===== src/rtl/bus_xfer_ctrl_pkg.sv =====
// Shared definitions for the bus transfer sequencer.
//   - Sequencer state encoding (IDLE / DRIVE / LOAD)
//   - Source and destination register codes as driven on the datapath bus
//   - Default highest legal source/destination codes and a legality helper
package bus_xfer_ctrl_pkg;

  localparam logic [1:0] ST_IDLE  = 2'd0;
  localparam logic [1:0] ST_DRIVE = 2'd1;
  localparam logic [1:0] ST_LOAD  = 2'd2;

  localparam logic [4:0] SRC_R0  = 5'd0,  SRC_R1  = 5'd1,  SRC_R2  = 5'd2,  SRC_R3  = 5'd3;
  localparam logic [4:0] SRC_R4  = 5'd4,  SRC_R5  = 5'd5,  SRC_R6  = 5'd6,  SRC_R7  = 5'd7;
  localparam logic [4:0] SRC_R8  = 5'd8,  SRC_R9  = 5'd9,  SRC_R10 = 5'd10, SRC_R11 = 5'd11;
  localparam logic [4:0] SRC_R12 = 5'd12, SRC_R13 = 5'd13, SRC_R14 = 5'd14, SRC_R15 = 5'd15;
  localparam logic [4:0] SRC_HI  = 5'd16, SRC_LO  = 5'd17, SRC_ZHIGH = 5'd18, SRC_ZLO = 5'd19;
  localparam logic [4:0] SRC_PC  = 5'd20, SRC_MDR = 5'd21, SRC_INPORT = 5'd22;
  localparam logic [4:0] SRC_OUTPORT = 5'd23, SRC_CEXT = 5'd24;

  localparam logic [4:0] DST_R0  = 5'd0,  DST_R1  = 5'd1,  DST_R2  = 5'd2,  DST_R3  = 5'd3;
  localparam logic [4:0] DST_R4  = 5'd4,  DST_R5  = 5'd5,  DST_R6  = 5'd6,  DST_R7  = 5'd7;
  localparam logic [4:0] DST_R8  = 5'd8,  DST_R9  = 5'd9,  DST_R10 = 5'd10, DST_R11 = 5'd11;
  localparam logic [4:0] DST_R12 = 5'd12, DST_R13 = 5'd13, DST_R14 = 5'd14, DST_R15 = 5'd15;
  localparam logic [4:0] DST_HI  = 5'd16, DST_LO  = 5'd17, DST_ZHIGH = 5'd18, DST_ZLO = 5'd19;
  localparam logic [4:0] DST_PC  = 5'd20, DST_MDR = 5'd21, DST_INPORT = 5'd22;
  localparam logic [4:0] DST_OUTPORT = 5'd23;

  localparam int MAX_SRC_DEF = 24;
  localparam int MAX_DST_DEF = 23;

  // A command is legal only when both codes name an existing register.
  function automatic logic code_legal(int src, int dst, int max_src, int max_dst);
    return (src <= max_src) && (dst <= max_dst);
  endfunction

endpackage


===== src/rtl/bus_xfer_ctrl_fifo.sv =====
// xfer_cmd_fifo: synchronous command FIFO for the bus transfer sequencer.
// Ports:
//   clock, clear      rising-edge clock, async active-high reset of control state
//   push, push_data   write request (ignored when full) and write data
//   pop, pop_data     read request (ignored when empty); pop_data shows the head
//   count             number of stored entries (0..DEPTH)
//   full, empty       status flags derived from count
module xfer_cmd_fifo #(
  parameter int WIDTH = 10,
  parameter int DEPTH = 4
) (
  input  logic                       clock,
  input  logic                       clear,
  input  logic                       push,
  input  logic [WIDTH-1:0]           push_data,
  input  logic                       pop,
  output logic [WIDTH-1:0]           pop_data,
  output logic [$clog2(DEPTH):0]     count,
  output logic                       full,
  output logic                       empty
);

  localparam int PTR_W = $clog2(DEPTH);
  localparam int CNT_W = PTR_W + 1;

  logic [WIDTH-1:0] mem [DEPTH];
  logic [PTR_W-1:0] wr_ptr;
  logic [PTR_W-1:0] rd_ptr;
  logic             do_push;
  logic             do_pop;

  assign full     = (count == CNT_W'(DEPTH));
  assign empty    = (count == '0);
  assign do_push  = push && !full;
  assign do_pop   = pop && !empty;
  assign pop_data = mem[rd_ptr];

  // Pointers wrap naturally because DEPTH is a power of two.
  always_ff @(posedge clock or posedge clear) begin
    if (clear) begin
      wr_ptr <= '0;
      rd_ptr <= '0;
      count  <= '0;
    end else begin
      if (do_push) wr_ptr <= wr_ptr + 1'b1;
      if (do_pop)  rd_ptr <= rd_ptr + 1'b1;
      case ({do_push, do_pop})
        2'b10:   count <= count + 1'b1;
        2'b01:   count <= count - 1'b1;
        default: count <= count;
      endcase
    end
  end

  // Storage holds data only; validity is tracked by the pointers and count.
  always_ff @(posedge clock) begin
    if (do_push) mem[wr_ptr] <= push_data;
  end

endmodule


===== src/rtl/bus_xfer_ctrl.sv =====
// bus_xfer_ctrl: queues source/destination transfer commands and replays them
// onto the shared datapath bus, one transfer at a time.
// Ports:
//   clock, clear            rising-edge clock, async active-high reset
//   cmd_valid/src/dst       command offer from the control unit
//   cmd_ready               FIFO has room (registered count only)
//   stall                   holds the sequencer in IDLE/DRIVE
//   bus_sel                 one-hot source select to the bus mux
//   dst_ld                  one-hot destination load enable
//   xfer_done               pulse coincident with dst_ld
//   cmd_err                 pulse after an illegal command is popped and dropped
//   busy                    transfer in flight or commands queued
//   fifo_count              number of queued commands
module bus_xfer_ctrl
  import bus_xfer_ctrl_pkg::*;
#(
  parameter int DEPTH   = 4,
  parameter int CODE_W  = 5,
  parameter int SEL_W   = 32,
  parameter int LD_W    = 32,
  parameter int MAX_SRC = MAX_SRC_DEF,
  parameter int MAX_DST = MAX_DST_DEF
) (
  input  logic                    clock,
  input  logic                    clear,
  input  logic                    cmd_valid,
  input  logic [CODE_W-1:0]       cmd_src,
  input  logic [CODE_W-1:0]       cmd_dst,
  output logic                    cmd_ready,
  input  logic                    stall,
  output logic [SEL_W-1:0]        bus_sel,
  output logic [LD_W-1:0]         dst_ld,
  output logic                    xfer_done,
  output logic                    cmd_err,
  output logic                    busy,
  output logic [$clog2(DEPTH):0]  fifo_count
);

  logic [1:0]          state;
  logic [1:0]          state_nxt;
  logic [CODE_W-1:0]   src_q;
  logic [CODE_W-1:0]   dst_q;
  logic                err_q;
  logic [2*CODE_W-1:0] head;
  logic [CODE_W-1:0]   head_src;
  logic [CODE_W-1:0]   head_dst;
  logic                head_legal;
  logic                fifo_full;
  logic                fifo_empty;
  logic                push;
  logic                pop;

  assign cmd_ready = !fifo_full;
  assign push      = cmd_valid && cmd_ready;

  xfer_cmd_fifo #(
    .WIDTH (2*CODE_W),
    .DEPTH (DEPTH)
  ) u_fifo (
    .clock     (clock),
    .clear     (clear),
    .push      (push),
    .push_data ({cmd_src, cmd_dst}),
    .pop       (pop),
    .pop_data  (head),
    .count     (fifo_count),
    .full      (fifo_full),
    .empty     (fifo_empty)
  );

  assign head_src   = head[2*CODE_W-1:CODE_W];
  assign head_dst   = head[CODE_W-1:0];
  assign head_legal = code_legal(int'(head_src), int'(head_dst), MAX_SRC, MAX_DST);

  // LOAD lasts exactly one cycle, so it may pop the next command just like IDLE;
  // that is what gives back-to-back transfers every two cycles.
  assign pop = ((state == ST_IDLE) || (state == ST_LOAD)) && !fifo_empty && !stall;

  always_comb begin
    state_nxt = ST_IDLE;
    case (state)
      ST_IDLE:  state_nxt = (pop && head_legal) ? ST_DRIVE : ST_IDLE;
      ST_DRIVE: state_nxt = stall ? ST_DRIVE : ST_LOAD;
      ST_LOAD:  state_nxt = (pop && head_legal) ? ST_DRIVE : ST_IDLE;
      default:  state_nxt = ST_IDLE;
    endcase
  end

  always_ff @(posedge clock or posedge clear) begin
    if (clear) begin
      state <= ST_IDLE;
      err_q <= 1'b0;
    end else begin
      state <= state_nxt;
      err_q <= pop && !head_legal;
    end
  end

  // Latched fields are only observed in DRIVE/LOAD, so they need no reset.
  always_ff @(posedge clock) begin
    if (pop) begin
      src_q <= head_src;
      dst_q <= head_dst;
    end
  end

  // Outputs decode from registered state and latched fields only.
  assign bus_sel   = ((state == ST_DRIVE) || (state == ST_LOAD)) ? (SEL_W'(1) << src_q) : '0;
  assign dst_ld    = (state == ST_LOAD) ? (LD_W'(1) << dst_q) : '0;
  assign xfer_done = (state == ST_LOAD);
  assign cmd_err   = err_q;
  assign busy      = (state != ST_IDLE) || (fifo_count != '0);

endmodule

===== config.mk =====
export PLATFORM = sky130hd
export DESIGN_NAME = bus_xfer_ctrl
export DESIGN_NICKNAME = d
export VERILOG_FILES = /design/src/rtl/bus_xfer_ctrl_pkg.sv /design/src/rtl/bus_xfer_ctrl_fifo.sv /design/src/rtl/bus_xfer_ctrl.sv
export SDC_FILE = /design/constraint.sdc
export NUM_CORES = 1
export LEC_CHECK = 0
export BUFFER_PORTS_ARGS = -buffer_cell sky130_fd_sc_hd__buf_2
export CAP_MARGIN = 0
export CORE_MARGIN = 2
export CORE_UTILIZATION = 46
export CTS_CLUSTER_SIZE = 20
export DETAILED_ROUTE_END_ITERATION = 6
export GPL_ROUTABILITY_DRIVEN = 0
export HOLD_SLACK_MARGIN = 0.05
export PLACE_DENSITY = 0.86
export SYNTH_ARGS = -nofsm -noshare
export SYNTH_HDL_FRONTEND = slang
export SYNTH_SLANG_ARGS = --single-unit

===== constraint.sdc =====
create_clock -name clock -period 2.3 [get_ports clock]
set_input_delay 0.115 -clock clock [delete_from_list [all_inputs] [get_ports clock]]
set_output_delay 0.115 -clock clock [all_outputs]
set_load 0.01 [all_outputs]

# Word level (Yosys, flattened, before mapping)
# Memory sizes are Yosys's and may differ from the RTL's.
# Index checks and enable logic that the tools add are counted.
# Widths: inputs -> output; s select.
# totals
wordCells	50
n_memories	1
ff_bits	20
inputBits	14
output_inout_bits	71
ram_bits	40
# memory_table
name	words	word_bits	read_ports	rd_ports_with_merged_regs	wr	line_no	text
u_fifo.mem	4	10	1	0	1	bus_xfer_ctrl_fifo.sv:26	logic [WIDTH-1:0] mem [DEPTH];
# classes
n_mux	8
n_lt_le_gt_ge	2
n_reduce_logical	21
eq_ne	5
addsub	4
shift	2
# ops
op	count
$mux 32	2
$shl 1x5->32 const A	2
$le 5x5->1 const B	2
$logic_and 1x1->1	8
$pmux 3 s2	1
$add 2x1->2 const B	2
$eq 2x1->1 const B	2
$eq 2x2->1 const B	2
$logic_not 1->1	4
$pmux 2 s2	1
$reduce_bool 2->1	2
$add 3x1->3 const B	1
$eq 3x3->1 const B	1
$logic_not 3->1	1
$logic_or 1x1->1	3
$mux 1	3
$reduce_bool 3->1	1
$sub 3x1->3 const B	1
$logic_not 2->1	1
$mux 2	1
$reduce_or 2->1	1

# Longest topological paths before layout
# depth
word_depth	7
mapped_depth	11
ltp_nobuf	11

# Cells and area by module
# A second synthesis with hierarchy kept.
# unflattened
hier_cells	230
area_unflattened_um2	2954.1
# modules_own_cells
mod	cells_per_inst	area_per_inst_um2	seq_area_each_um2	n_inst
xfer_cmd_fifo	90	1889.3	1376.3	1
bus_xfer_ctrl	140	1064.8	375.4	1

# Least setup slack after synthesis
# Ideal clock, no wire load.
# synth_timing
path_kind	reg-to-reg
start	register state[0]
end	register u_fifo.count[2]
n_path_buf	0
arrival_time_ns	2.272
slack_ns	-0.051
required_time_ns	2.221
setup_ns	0.079
synth_period_minus_slack_ns	2.351
stages_incl_launch_ff	12
cell_sequence	dfrtp_1 > inv_1 > ha_1 > nor2_1 > or3_1 > inv_1 > ha_1 > inv_1 > fa_1 > xor2_1 > nor2_1 > xor2_1
# synth_between
elab_chain_len	7
word_cells_on_any_way	10
classes_between	3 x eq/ne; 1 x mux; 6 x reduce/logical
# synth_lines
element	line_no	text
from (decl)	bus_xfer_ctrl.sv:39	logic [1:0] state;
from (signal assigned)	bus_xfer_ctrl.sv:94	state <= state_nxt;
$eq 2x2->1 *	n/a	
via xfer_done	bus_xfer_ctrl.sv:33	output logic xfer_done,
$logic_or 1x1->1 *	bus_xfer_ctrl.sv:77	assign pop = ((state == ST_IDLE) || (state == ST_LOAD)) && !fifo_empty && !stall;
$logic_and 1x1->1 * (2 in a row)	bus_xfer_ctrl.sv:77	
$logic_and 1x1->1 *	bus_xfer_ctrl_fifo.sv:35	assign do_pop = pop && !empty;
via u_fifo.do_pop	bus_xfer_ctrl_fifo.sv:30	logic do_pop;
$eq 2x1->1 or $eq 2x2->1 (tied branches)	bus_xfer_ctrl_fifo.sv:47	case ({do_push, do_pop})
$pmux 3 s2 or $reduce_bool 2->1 (tied branches)	n/a	
to (signal assigned)	bus_xfer_ctrl_fifo.sv:48	2'b10: count <= count + 1'b1;
to (signal assigned)	bus_xfer_ctrl_fifo.sv:49	2'b01: count <= count - 1'b1;
to (signal assigned)	bus_xfer_ctrl_fifo.sv:50	default: count <= count;
to (decl)	bus_xfer_ctrl_fifo.sv:18	output logic [$clog2(DEPTH):0] count,
# Mark *: on every way through the listed nets, which the timed path passes. The rest lies on a longest branch.
# A chain may end at the register's enable or synchronous reset.

# Final worst setup path
# layout_timing
start	register state[1]
end	register u_fifo.count[2]
# layout_between
elab_chain_len	7
word_cells_on_any_way	10
classes_between	3 x eq/ne; 1 x mux; 6 x reduce/logical
# layout_lines
element	line_no
$eq 2x2->1 or $logic_not 2->1 (tied branches)	bus_xfer_ctrl.sv:77
$logic_or 1x1->1 *	bus_xfer_ctrl.sv:77
$logic_and 1x1->1 * (2 in a row)	bus_xfer_ctrl.sv:77
$logic_and 1x1->1 *	bus_xfer_ctrl_fifo.sv:35
via u_fifo.do_pop	bus_xfer_ctrl_fifo.sv:30
$eq 2x1->1 or $eq 2x2->1 (tied branches)	bus_xfer_ctrl_fifo.sv:47
$pmux 3 s2 or $reduce_bool 2->1 (tied branches)	n/a
# Marked as above.

==> flow_summary.json <==
{
  "min_path_type": "in2reg",
  "synth_area_leader_cell": "edfxtp_1",
  "synth_cells": 221,
  "syn2layout_area_growth_pct": 31.9,
  "reg2regPathDepth": 11,
  "grt_pass1_vias": 2047,
  "netlist_top_cells_count": "nor2_1 (54), edfxtp_1 (50), inv_1 (11), nor3_1 (11), dfrtp_1 (10)",
  "via_count": 2131,
  "finalCritPeriodShare": 0.977,
  "nets": 354,
  "portBuffers": 84,
  "place_hpwl_um": 4290,
  "synth_async_sr_flop_share": 0.167,
  "setup_slack_ps": 52.5,
  "powerDensity_mw_per_mm2": 1100,
  "cts_tree": "done",
  "grt_overflow": 0,
  "cp_top_family": "adder cells",
  "status": "complete, no violations",
  "yosysWarnings": 0,
  "synth_edf_count": 50,
  "cp_data_arrival_time_ps": 2500,
  "p_int_mw": 2.72,
  "max_freq_mhz": 445,
  "drv_slew": 0,
  "clkSinkCount": 60,
  "syn_nets": 245,
  "clk_latency_ps": 340,
  "cts_buffers": 9,
  "critPathLaunchType": "flip-flop",
  "synth_most_common_cell": "nor2_1",
  "clockPowerShare": 0.216,
  "seq_area_frac_synth": 0.611,
  "synth_area_per_cell_um2": 13.0,
  "cts.clk_slew.worst_paths_ps": 70,
  "wl_met1_um": 2470,
  "std_cell_rows": 28,
  "ioPinCount": 85,
  "finalSetupViolations": 0,
  "worst_pin_slew_ps": 563,
  "drc": 0,
  "rsz0062_at_grt": "yes",
  "p_switching_mw": 1.44,
  "grtUsageTotal": 0.180,
  "slowest_delay_ps": 430,
  "fin_skew_ps": 8.52,
  "core_mm2": 0.00596,
  "antenna_found_initial": 0,
  "n_antenna_cell": 0,
  "synth.ff_latch_count": 60,
  "highest_layer": "met4",
  "wl_met3_um": 357,
  "final_cells": 410,
  "setup.worst_path.end_class": "flip-flop",
  "hold_path_depth": 3,
  "synth_ff_type": "edfxtp_1",
  "synthTopCellsByArea": "edfxtp_1 (52%), dfrtp_1 (8.7%), mux4_1 (8.2%)",
  "grt_max_degree": 14,
  "dp_slack_ps": -1.91,
  "dp.cells": 377,
  "die_h_um": 83.0,
  "via_per_inst": 5.20,
  "p_seq_frac": 0.445,
  "path_cells": "inv_2, ha_4, nor2_2, or3_4, inv_4, ha_4, inv_2, fa_2, xor2_1, nor2_1, xor2_1",
  "dr.pass1.iters": 4,
  "synth_top_area_share": 0.524,
  "wl_per_cell_um": 14.8,
  "fin_crit_ps": 2250,
  "die_area_mm2": 0.00688,
  "crit_fanout": 3,
  "cp.required_ps": 2550,
  "cts_max_path_buffers": 2,
  "cp.depth": 11,
  "maxSlewHeadroom": 0.625,
  "critPathSlowestCell": "dfrtp_1",
  "total_power_mw": 4.16,
  "ys_types": 32,
  "drt-total-wl_um": 6050,
  "drive_gt1_frac": 0.382,
  "hold_violations": 0,
  "rrSetupSlack_ps": 50,
  "p_comb_frac": 0.340,
  "p_sw_frac": 0.347,
  "critPathBufInv": 3,
  "antenna_left": 0,
  "crit_type": "reg2reg",
  "setup-tns-final_ps": 0,
  "cap_violations": 0,
  "finish.utilization": 0.635,
  "cts_root_buf": "clkbuf_8",
  "chipWidth_um": 83.0,
  "wl_met2_um": 3090,
  "ir_drop_v": 0.000611,
  "power_leakage_nw": 1.63,
  "htree_levels": 3,
  "start_util": 0.482,
  "grt_pass1_wl_um": 9780,
  "syn_area_mm2": 0.00287,
  "drt_iter0_drc": 71
}
==> stage by stage <==
| stage | area, um^2 | hold WS, ps |
|---|---|---|
| 2_1_floorplan | 2870 | -44.8 |
| 3_3_place_gp | 3380 | 103 |
| 3_5_place_dp | 3380 | 115 |
| 4_1_cts | 3710 | 215 |
| 5_1_grt | 3780 | 181 |
| 6_report | 3780 | 173 |
==> worst paths after layout <==
path,from,endpoint
worst max-delay path,state[1],u_fifo.count[2]
worst min-delay path,cmd_valid,u_fifo.wr_ptr[0]
worst max register to register,state[1],u_fifo.count[2]
worst min register to register,u_fifo.count[2],u_fifo.count[2]
max in group asynchronous,clear,u_fifo.count[1]
min in group asynchronous,clear,u_fifo.rd_ptr[1]
==> what timing repair did <==
action	CTS	global route
resized for setup	0	16
buffers inserted	2	3
hold endpoints to repair	51	0
hold buffers	12	0
pin swaps	0	7
endpoints found under the setup margin	1	1
==> cells in the final DEF, fill, tap and decap left out, types with 7 or more instances in the layout <==
cell / instances
nand2b_1: 8
nor2_1: 53
buf_4: 9
buf_2: 84
inv_1: 7
dfrtp_1: 9
edfxtp_1: 50
clkbuf_8: 9
dlygate4sd3_1: 12
nand2_1: 8
mux4_1: 9
nor3_1: 11
==> registers in the layout (all words and copies together) (netlist names) <==
| register | flops |
|---|---|
| u_fifo.wr_ptr | 2 |
| u_fifo.mem | 40 |
| u_fifo.count | 3 |
| cmd_err | 1 |
| dst_q | 5 |
| state | 2 |
| u_fifo.rd_ptr | 2 |
| src_q | 5 |
==> area by class of cell <==
type / instances / area, um^2
fill: 466 / 2170
tap: 75 / 93.8
timing repair buffer: 105 / 608
inverter: 11 / 43.8
clock inverter: 7 / 67.6
clock buffer: 9 / 124
multi-input combinational: 143 / 1090
sequential: 60 / 1750
==> worst register-to-register path, cell delays in order (launching register included) <==
cell	delay, ps
dfrtp_1	430
inv_2	110
ha_4	140
nor2_2	40
or3_4	400
inv_4	80
ha_4	130
inv_2	40
fa_2	350
xor2_1	150
nor2_1	120
xor2_1	170
==> layer usage <==
layer	GRT usage	vias to the layer above
met3	0.0338	14
met2	0.310	95
met4	0.0939	0
li1	-	1015
met5	0	-
met1	0.215	1007
==> kinds of logic (layout without fill, tap and decap cells) <==
family / after synthesis / after routing / synth area share
compound gates: 4 / 4 / 0.0135
buf+inv: 18 / 132 / 0.0262
simple gates: 112 / 112 / 0.191
fa+ha+maj: 10 / 10 / 0.0462
mux: 11 / 11 / 0.0942
flops: 60 / 60 / 0.611
xor+xnor: 6 / 6 / 0.0183
==> power by group through the flow <==
stage	sequential [mW]	clock [mW]	combinational [mW]
floorplan	1.72	0	0.991
global placement	1.83	0	1.21
detailed placement	1.87	0	1.25
CTS	1.85	0.907	1.30
global route	1.90	0.962	1.56
finish	1.85	0.898	1.41
Power figures use the tool's default switching activity.
